**config.mk**
```make
export PLATFORM = sky130hd
export DESIGN_NAME = mu0_control
export DESIGN_NICKNAME = d
export VERILOG_FILES = /design/src/rtl/mu0_control.sv
export SDC_FILE = /design/constraint.sdc
export NUM_CORES = 1
export LEC_CHECK = 0
export BUFFER_PORTS_ARGS = -buffer_cell sky130_fd_sc_hd__buf_4
export CORE_ASPECT_RATIO = 1.25
export CORE_MARGIN = 4
export CORE_UTILIZATION = 49
export DETAILED_ROUTE_END_ITERATION = 10
export GPL_ROUTABILITY_DRIVEN = 1
export PLACE_DENSITY = 0.74
export SETUP_SLACK_MARGIN = 0.3
export SKIP_LAST_GASP = 1
export SYNTH_ARGS = -nofsm -noshare
export SYNTH_HDL_FRONTEND = slang
export SYNTH_SLANG_ARGS = --single-unit
```
**constraint.sdc**
```tcl
create_clock -name Clk -period 2.75 [get_ports Clk]
set_clock_uncertainty 0.2 [all_clocks]
set_input_delay 0.1375 -clock Clk [delete_from_list [all_inputs] [get_ports Clk]]
set_output_delay 0.1375 -clock Clk [all_outputs]
set_load 0.1 [all_outputs]
```
**src/rtl/mu0_control.sv**
```systemverilog
// rtl/mu0_control.sv - MU0 control unit: FETCH/EXEC/HALT sequencer and datapath strobe decode
module mu0_control #(
    parameter int CNT_W = 16
) (
    input  logic             Clk,
    input  logic             Reset,
    input  logic [3:0]       F,
    input  logic             N,
    input  logic             Z,
    input  logic             Mem_ready,
    output logic             X_sel,
    output logic             Y_sel,
    output logic             Addr_sel,
    output logic             PC_En,
    output logic             IR_En,
    output logic             Acc_En,
    output logic [1:0]       M,
    output logic             Rd,
    output logic             Wr,
    output logic             Halted,
    output logic [CNT_W-1:0] Instr_count
);

    localparam logic [1:0] FETCH = 2'd0;
    localparam logic [1:0] EXEC  = 2'd1;
    localparam logic [1:0] HALT  = 2'd2;

    localparam logic [3:0] OP_LDA = 4'h0;
    localparam logic [3:0] OP_STA = 4'h1;
    localparam logic [3:0] OP_ADD = 4'h2;
    localparam logic [3:0] OP_SUB = 4'h3;
    localparam logic [3:0] OP_JMP = 4'h4;
    localparam logic [3:0] OP_JGE = 4'h5;
    localparam logic [3:0] OP_JNE = 4'h6;
    localparam logic [3:0] OP_STP = 4'h7;

    localparam logic [1:0] ALU_Y    = 2'b00;
    localparam logic [1:0] ALU_ADD  = 2'b01;
    localparam logic [1:0] ALU_INC  = 2'b10;
    localparam logic [1:0] ALU_SUB  = 2'b11;

    localparam logic [CNT_W-1:0] CNT_MAX = {CNT_W{1'b1}};

    logic [1:0] state;
    logic [1:0] next_state;
    logic       retire;

    always_comb begin
        X_sel      = 1'b0;
        Y_sel      = 1'b0;
        Addr_sel   = 1'b0;
        PC_En      = 1'b0;
        IR_En      = 1'b0;
        Acc_En     = 1'b0;
        M          = ALU_Y;
        Rd         = 1'b0;
        Wr         = 1'b0;
        Halted     = 1'b0;
        next_state = state;

        case (state)
            FETCH: begin
                Rd    = 1'b1;
                X_sel = 1'b1;
                M     = ALU_INC;
                IR_En = Mem_ready;
                PC_En = Mem_ready;
                if (Mem_ready) begin
                    next_state = EXEC;
                end
            end

            EXEC: begin
                next_state = FETCH;
                case (F)
                    OP_LDA: begin
                        Addr_sel = 1'b1;
                        Rd       = 1'b1;
                        M        = ALU_Y;
                        Acc_En   = Mem_ready;
                        if (!Mem_ready) next_state = EXEC;
                    end
                    OP_STA: begin
                        Addr_sel = 1'b1;
                        Wr       = 1'b1;
                        if (!Mem_ready) next_state = EXEC;
                    end
                    OP_ADD, OP_SUB: begin
                        Addr_sel = 1'b1;
                        Rd       = 1'b1;
                        M        = (F == OP_ADD) ? ALU_ADD : ALU_SUB;
                        Acc_En   = Mem_ready;
                        if (!Mem_ready) next_state = EXEC;
                    end
                    OP_JMP, OP_JGE, OP_JNE: begin
                        Y_sel = 1'b1;
                        M     = ALU_Y;
                        if (F == OP_JMP)      PC_En = 1'b1;
                        else if (F == OP_JGE) PC_En = ~N;
                        else                  PC_En = ~Z;
                    end
                    OP_STP: begin
                        next_state = HALT;
                    end
                    default: begin
                        next_state = FETCH;
                    end
                endcase
            end

            HALT: begin
                Halted = 1'b1;
            end

            default: begin
                next_state = FETCH;
            end
        endcase

        // Reset must not let a half-finished instruction touch memory or registers.
        if (Reset) begin
            PC_En  = 1'b0;
            IR_En  = 1'b0;
            Acc_En = 1'b0;
            Rd     = 1'b0;
            Wr     = 1'b0;
        end
    end

    assign retire = (state == EXEC) && (next_state != EXEC);

    always_ff @(posedge Clk) begin
        if (Reset) begin
            state       <= FETCH;
            Instr_count <= '0;
        end else begin
            state <= next_state;
            if (retire && (Instr_count != CNT_MAX)) begin
                Instr_count <= Instr_count + CNT_W'(1);
            end
        end
    end

endmodule

```
# Word-level counts from Yosys, hierarchy flattened

Cells that the tools add are included.

Logic and storage cells: 53
Output and inout port bits: 27
Bits of input ports: 9
Flip-flop bits (word level): 18

Bitwise operators: 2
Equality and inequality tests: 11
Multiplexer cells: 29
$add $sub $neg: 1
Reduce and logical (&&, ||, !) cells: 8

Operators with widths:

| operator              | number |
|---|---|
| $mux 1                | 21 |
| $add 16x1->16 const B | 1 |
| $eq 4x3->1 const B    | 4 |
| $ne 16x16->1 const B  | 1 |
| $eq 4x2->1 const B    | 2 |
| $pmux 2 s2            | 2 |
| $mux 2                | 3 |
| $pmux 2 s3            | 1 |
| $reduce_or 3->1       | 2 |
| $eq 4x1->1 const B    | 1 |
| $logic_not 4->1       | 1 |
| $pmux 1 s2            | 2 |
| $reduce_or 4->1       | 1 |
| $eq 2x1->1 const B    | 1 |
| $eq 2x2->1 const B    | 1 |
| $logic_and 1x1->1     | 2 |
| $logic_not 2->1       | 1 |
| $ne 2x1->1 const B    | 1 |
| $not 1->1             | 2 |
| $reduce_or 2->1       | 1 |

# Depth between registers and ports, before layout

Depth after elaboration: 7
Gate-level depth with buffers: 7
Mapped depth without buffers: 5

# Worst setup path after synthesis

OpenSTA, ideal clock, no wires.

Path kind: register to output
Start: register state[0]
End: output port PC_En
Arrival: 4061 ps
Slack: -1649 ps
Data required time: 2413 ps
Buffers on the path: 1
Cell stages (with the launch flop): 5
Path through: dfxtp_1 > buf_4 > nor2_1 > a22oi_1 > nor3_1

Longest elaborated chain between the ends: 3
Elaborated cells on any way between the ends: 4
Classes of those cells: eq/ne (1); mux (2); reduce/logical (1)

RTL lines:

| item                                          | RTL line | source |
|---|---|---|
| start, declared                               | 44       | `logic [1:0] state;` |
| start signal, assigned                        | 137      | `state <= next_state;` |
| $eq 2x1->1 or $logic_not 2->1 (tied branches) | 61       | `case (state)` |
| $pmux 1 s2 (*)                                | 61       |  |
| $mux 1 (*)                                    | 121      | `if (Reset) begin` |
| end, declared                                 | 14       | `output logic PC_En,` |

Every way passes the cells marked *; elsewhere a longest branch is shown, timed or not.

# Worst setup path in the final report

Start: register state[1]
End: output port PC_En

Same word-level chain as after synthesis.

==> reports/qor.csv <==
stage;metric;value;unit
status;status;completed;
power;total chip power;558;µW
place;pre-CTS WS;0.659;ns
clock_tree;worst-case clock buffer depth;2;
clock_tree;Inserted Clock Buffers;3;
logic_synthesis;Post-Synth Adder-Cell Area;0.0112;
grt;antenna violations before repair;0;
sta;Final min period;2.28;ns
sta;post-route clock period utilization;0.830;
grt;first-pass GRT wire length;4730;µm
place;Buffers on Ports;35;
floorplan;floorplan row count;19;
logic_synthesis;Synth Area in Simple Gates;0.388;
setup_path;Critical Path End Type;output port;
power;P per Cell Area;373;nW/µm²
sta;fmax;438;MHz
power;Peak VDD IR;0.373;mV
setup_path;crit path DAT;1.94;ns
detailed_routing;initial drt markers;40;
detailed_routing;final WL;2900;µm
finish;Multi-input gate area;723;µm²
setup_path;Crit Path Max Fanout;9;
run;Maximum Capacitance Violations;0;
setup_path;crit path kind;reg2out;
clock_tree;Worst-path clk slew;0.11;ns
grt;pin count of the biggest net entering global routing;26;
setup_path;Worst Setup SP;state[1];
finish;Fill cells;196;
setup_path;FF-to-FF setup slack;0.62;ns
logic_synthesis;Synth Instances;137;
place;RePlAce Congestion;0.740;
power;Leak;0.000561;µW
detailed_routing;DR pass1 iterations;4;
sta;Slew HR;0.580;
finish;most common cell after layout, fill and taps aside;buf_4;
detailed_routing;DR vias;1228;
logic_synthesis;Syn Nets;147;
clock_tree;Setup Buffers After CTS;0;
logic_synthesis;number of distinct library cells after synthesis;41;
detailed_routing;vias per cell;6.05;
sta;Setup TNS;0;ns
min_path;HP Class;in2reg;
logic_synthesis;Synth Cell Area;1110;µm²
clock_tree;CTS tree;done;
logic_synthesis;Main synth FF type;dfxtp_1;
logic_synthesis;number of flops mapped to enable cells by yosys;0;
clock_tree;TritonCTS Sinks;18;
logic_synthesis;compound-cell area share of the yosys netlist;0.171;
detailed_routing;DRC viols;0;
place;DP HPWL;2120;µm
setup_path;worst r2r src;state[1];
finish;Final nets;183;
floorplan;I/O pins;36;
logic_synthesis;largest family of logic cells by synthesized area;simple AND/OR/NAND/NOR gates;
floorplan;die height;61.3;µm
setup_path;Worst setup SP type;register;
sta;Final WS setup;0.469;ns
logic_synthesis;Syn. warnings;0;
sta;Final Hold Vio Count;0;
grt;vias in the first global route;1093;
sta;final-report setup violation count;0;
floorplan;Initial Util;0.510;
logic_synthesis;Mean Syn Cell Area;8.14;µm²
logic_synthesis;Post-Synth XOR/XNOR Area;0;
logic_synthesis;#FFs+latches synth;18;
floorplan;die width;50.7;µm
setup_path;Data required, critical path;2.41;ns
sta;Worst Tran Pin Value;0.625;ns
finish;Ant. Diodes;0;
finish;layout cells sized above 1;0.390;
clock_tree;CTS Root Cell;clkbuf_4;
finish;most frequent cells in the layout;buf_4, dfxtp_2, a21oi_1;
logic_synthesis;Seq/Total Area, Yosys;0.323;
clock_tree;H-tree Lvls;1;
floorplan;total die area;3110;µm²
sta;Max Transition Viols Final;0;
grt;grt total ovfl;0;
logic_synthesis;ys async rst share;0;
logic_synthesis;post-synthesis mux area share;0.0382;
floorplan;Core Area;2190;µm²
grt;GRT Total Usage;0.195;
finish;Storage cell area;378;µm²
clock_tree;Skew-Pair Late Insertion Delay;0.30;ns
detailed_routing;post-route ant nets;0;
setup_path;R2R Path End;Instr_count[11];
finish;Finished Core Util;0.684;
setup_path;R2R cell count;4;
finish;Area Growth Syn to Fin;34.1;%
sta;RSZ-0062 raised after global routing;false;
detailed_routing;detailed-route wire length per cell;14.3;µm
setup_path;CP Capture Point;PC_En;
[cell families after synthesis]
logic type,after synthesis
AOI/OAI and AO/OA,32
adders and majority gates,1
buffers and inverters,12
DFF,18
muxes,4
and+or+nand+nor,70
[worst max-delay path, stage by stage, from the launching register on]
cell     delay (ns)
dfxtp_1        0.57
nor2b_1        0.14
buf_4          0.19
and3_1         0.18
a22oi_1        0.26
nor3_4         0.05
buf_4          0.24
[Yosys cell counts, drive strengths merged, types with 2 or more instances]
master,number,area (µm²)
nor4,4,25.0
nor2,6,22.5
o21ai,8,40.0
dfxtp,18,360
mux2i,2,20.0
nor2b,5,31.3
a21oi,13,65.1
nor3,5,25.0
and3,2,12.5
buf,4,35.0
or4,6,46.3
nand4,7,50.1
mux2,2,22.5
nor4b,2,17.5
and4,3,27.5
inv,3,11.3
nand3,7,35.0
clkbuf,5,30.0
a211oi,2,15.0
nand2,8,30.0
nor3b,2,15.0
or3,7,43.8
o31ai,5,37.5
[final cells by class]
cell class / instances / share of cell area
Timing Repair Buffer: 40 / 0.206
Tap cell: 31 / 0.0259
Inverter: 3 / 0.00753
Sequential cell: 18 / 0.253
Clock buffer: 4 / 0.0243
Multi-Input combinational cell: 107 / 0.484
[where the power goes]
part	switching [µW]	total [µW]	leakage, µW	internal, µW
sequential	5.18	269	0.000152	263
combinational	87.7	122	0.000388	33.8
clock	87.5	168	0.0000210	80.7
[sequential cells by signal, indices dropped and copies added (netlist names)]
| register | count |
|---|---|
| Instr_count | 16 |
| state | 2 |
[how the worst min path moves through the flow]
stage                     endpoint  depth (start not counted)  start
final                     state[1]                          2  Reset
after CTS                 state[1]                          2  Reset
after global routing      state[1]                          2  Reset
after detailed placement  state[1]                          3   F[0]
after floorplan           state[1]                          2   F[0]
after global placement    state[1]                          3   F[0]
[layer usage]
layer	routed length, µm	GRT usage	share of wire	vias to the layer above
li1	-	-	-	602
met1	1250	0.226	0.43	578
met2	1420	0.364	0.49	44
met3	203	0.0339	0.070	4
met4	36	0.0692	0.012	0
met5	0	0	0	-
[stage by stage]
stage / hold slack, ns / cell area (µm²) / cells
global route: 0.0210 / 1500 / 203
CTS: 0.00258 / 1490 / 203
floorplan: 0.126 / 1180 / 137
global placement: 0.247 / 1430 / 196
detailed placement: 0.258 / 1430 / 196
finish: 0.0116 / 1500 / 203
[repair_timing]
item	CTS	global route
resized for setup	0	1
setup endpoints to repair	0	1
hold endpoints to repair	2	0
hold buffers	3	0
(Power assumes the default switching activity.)
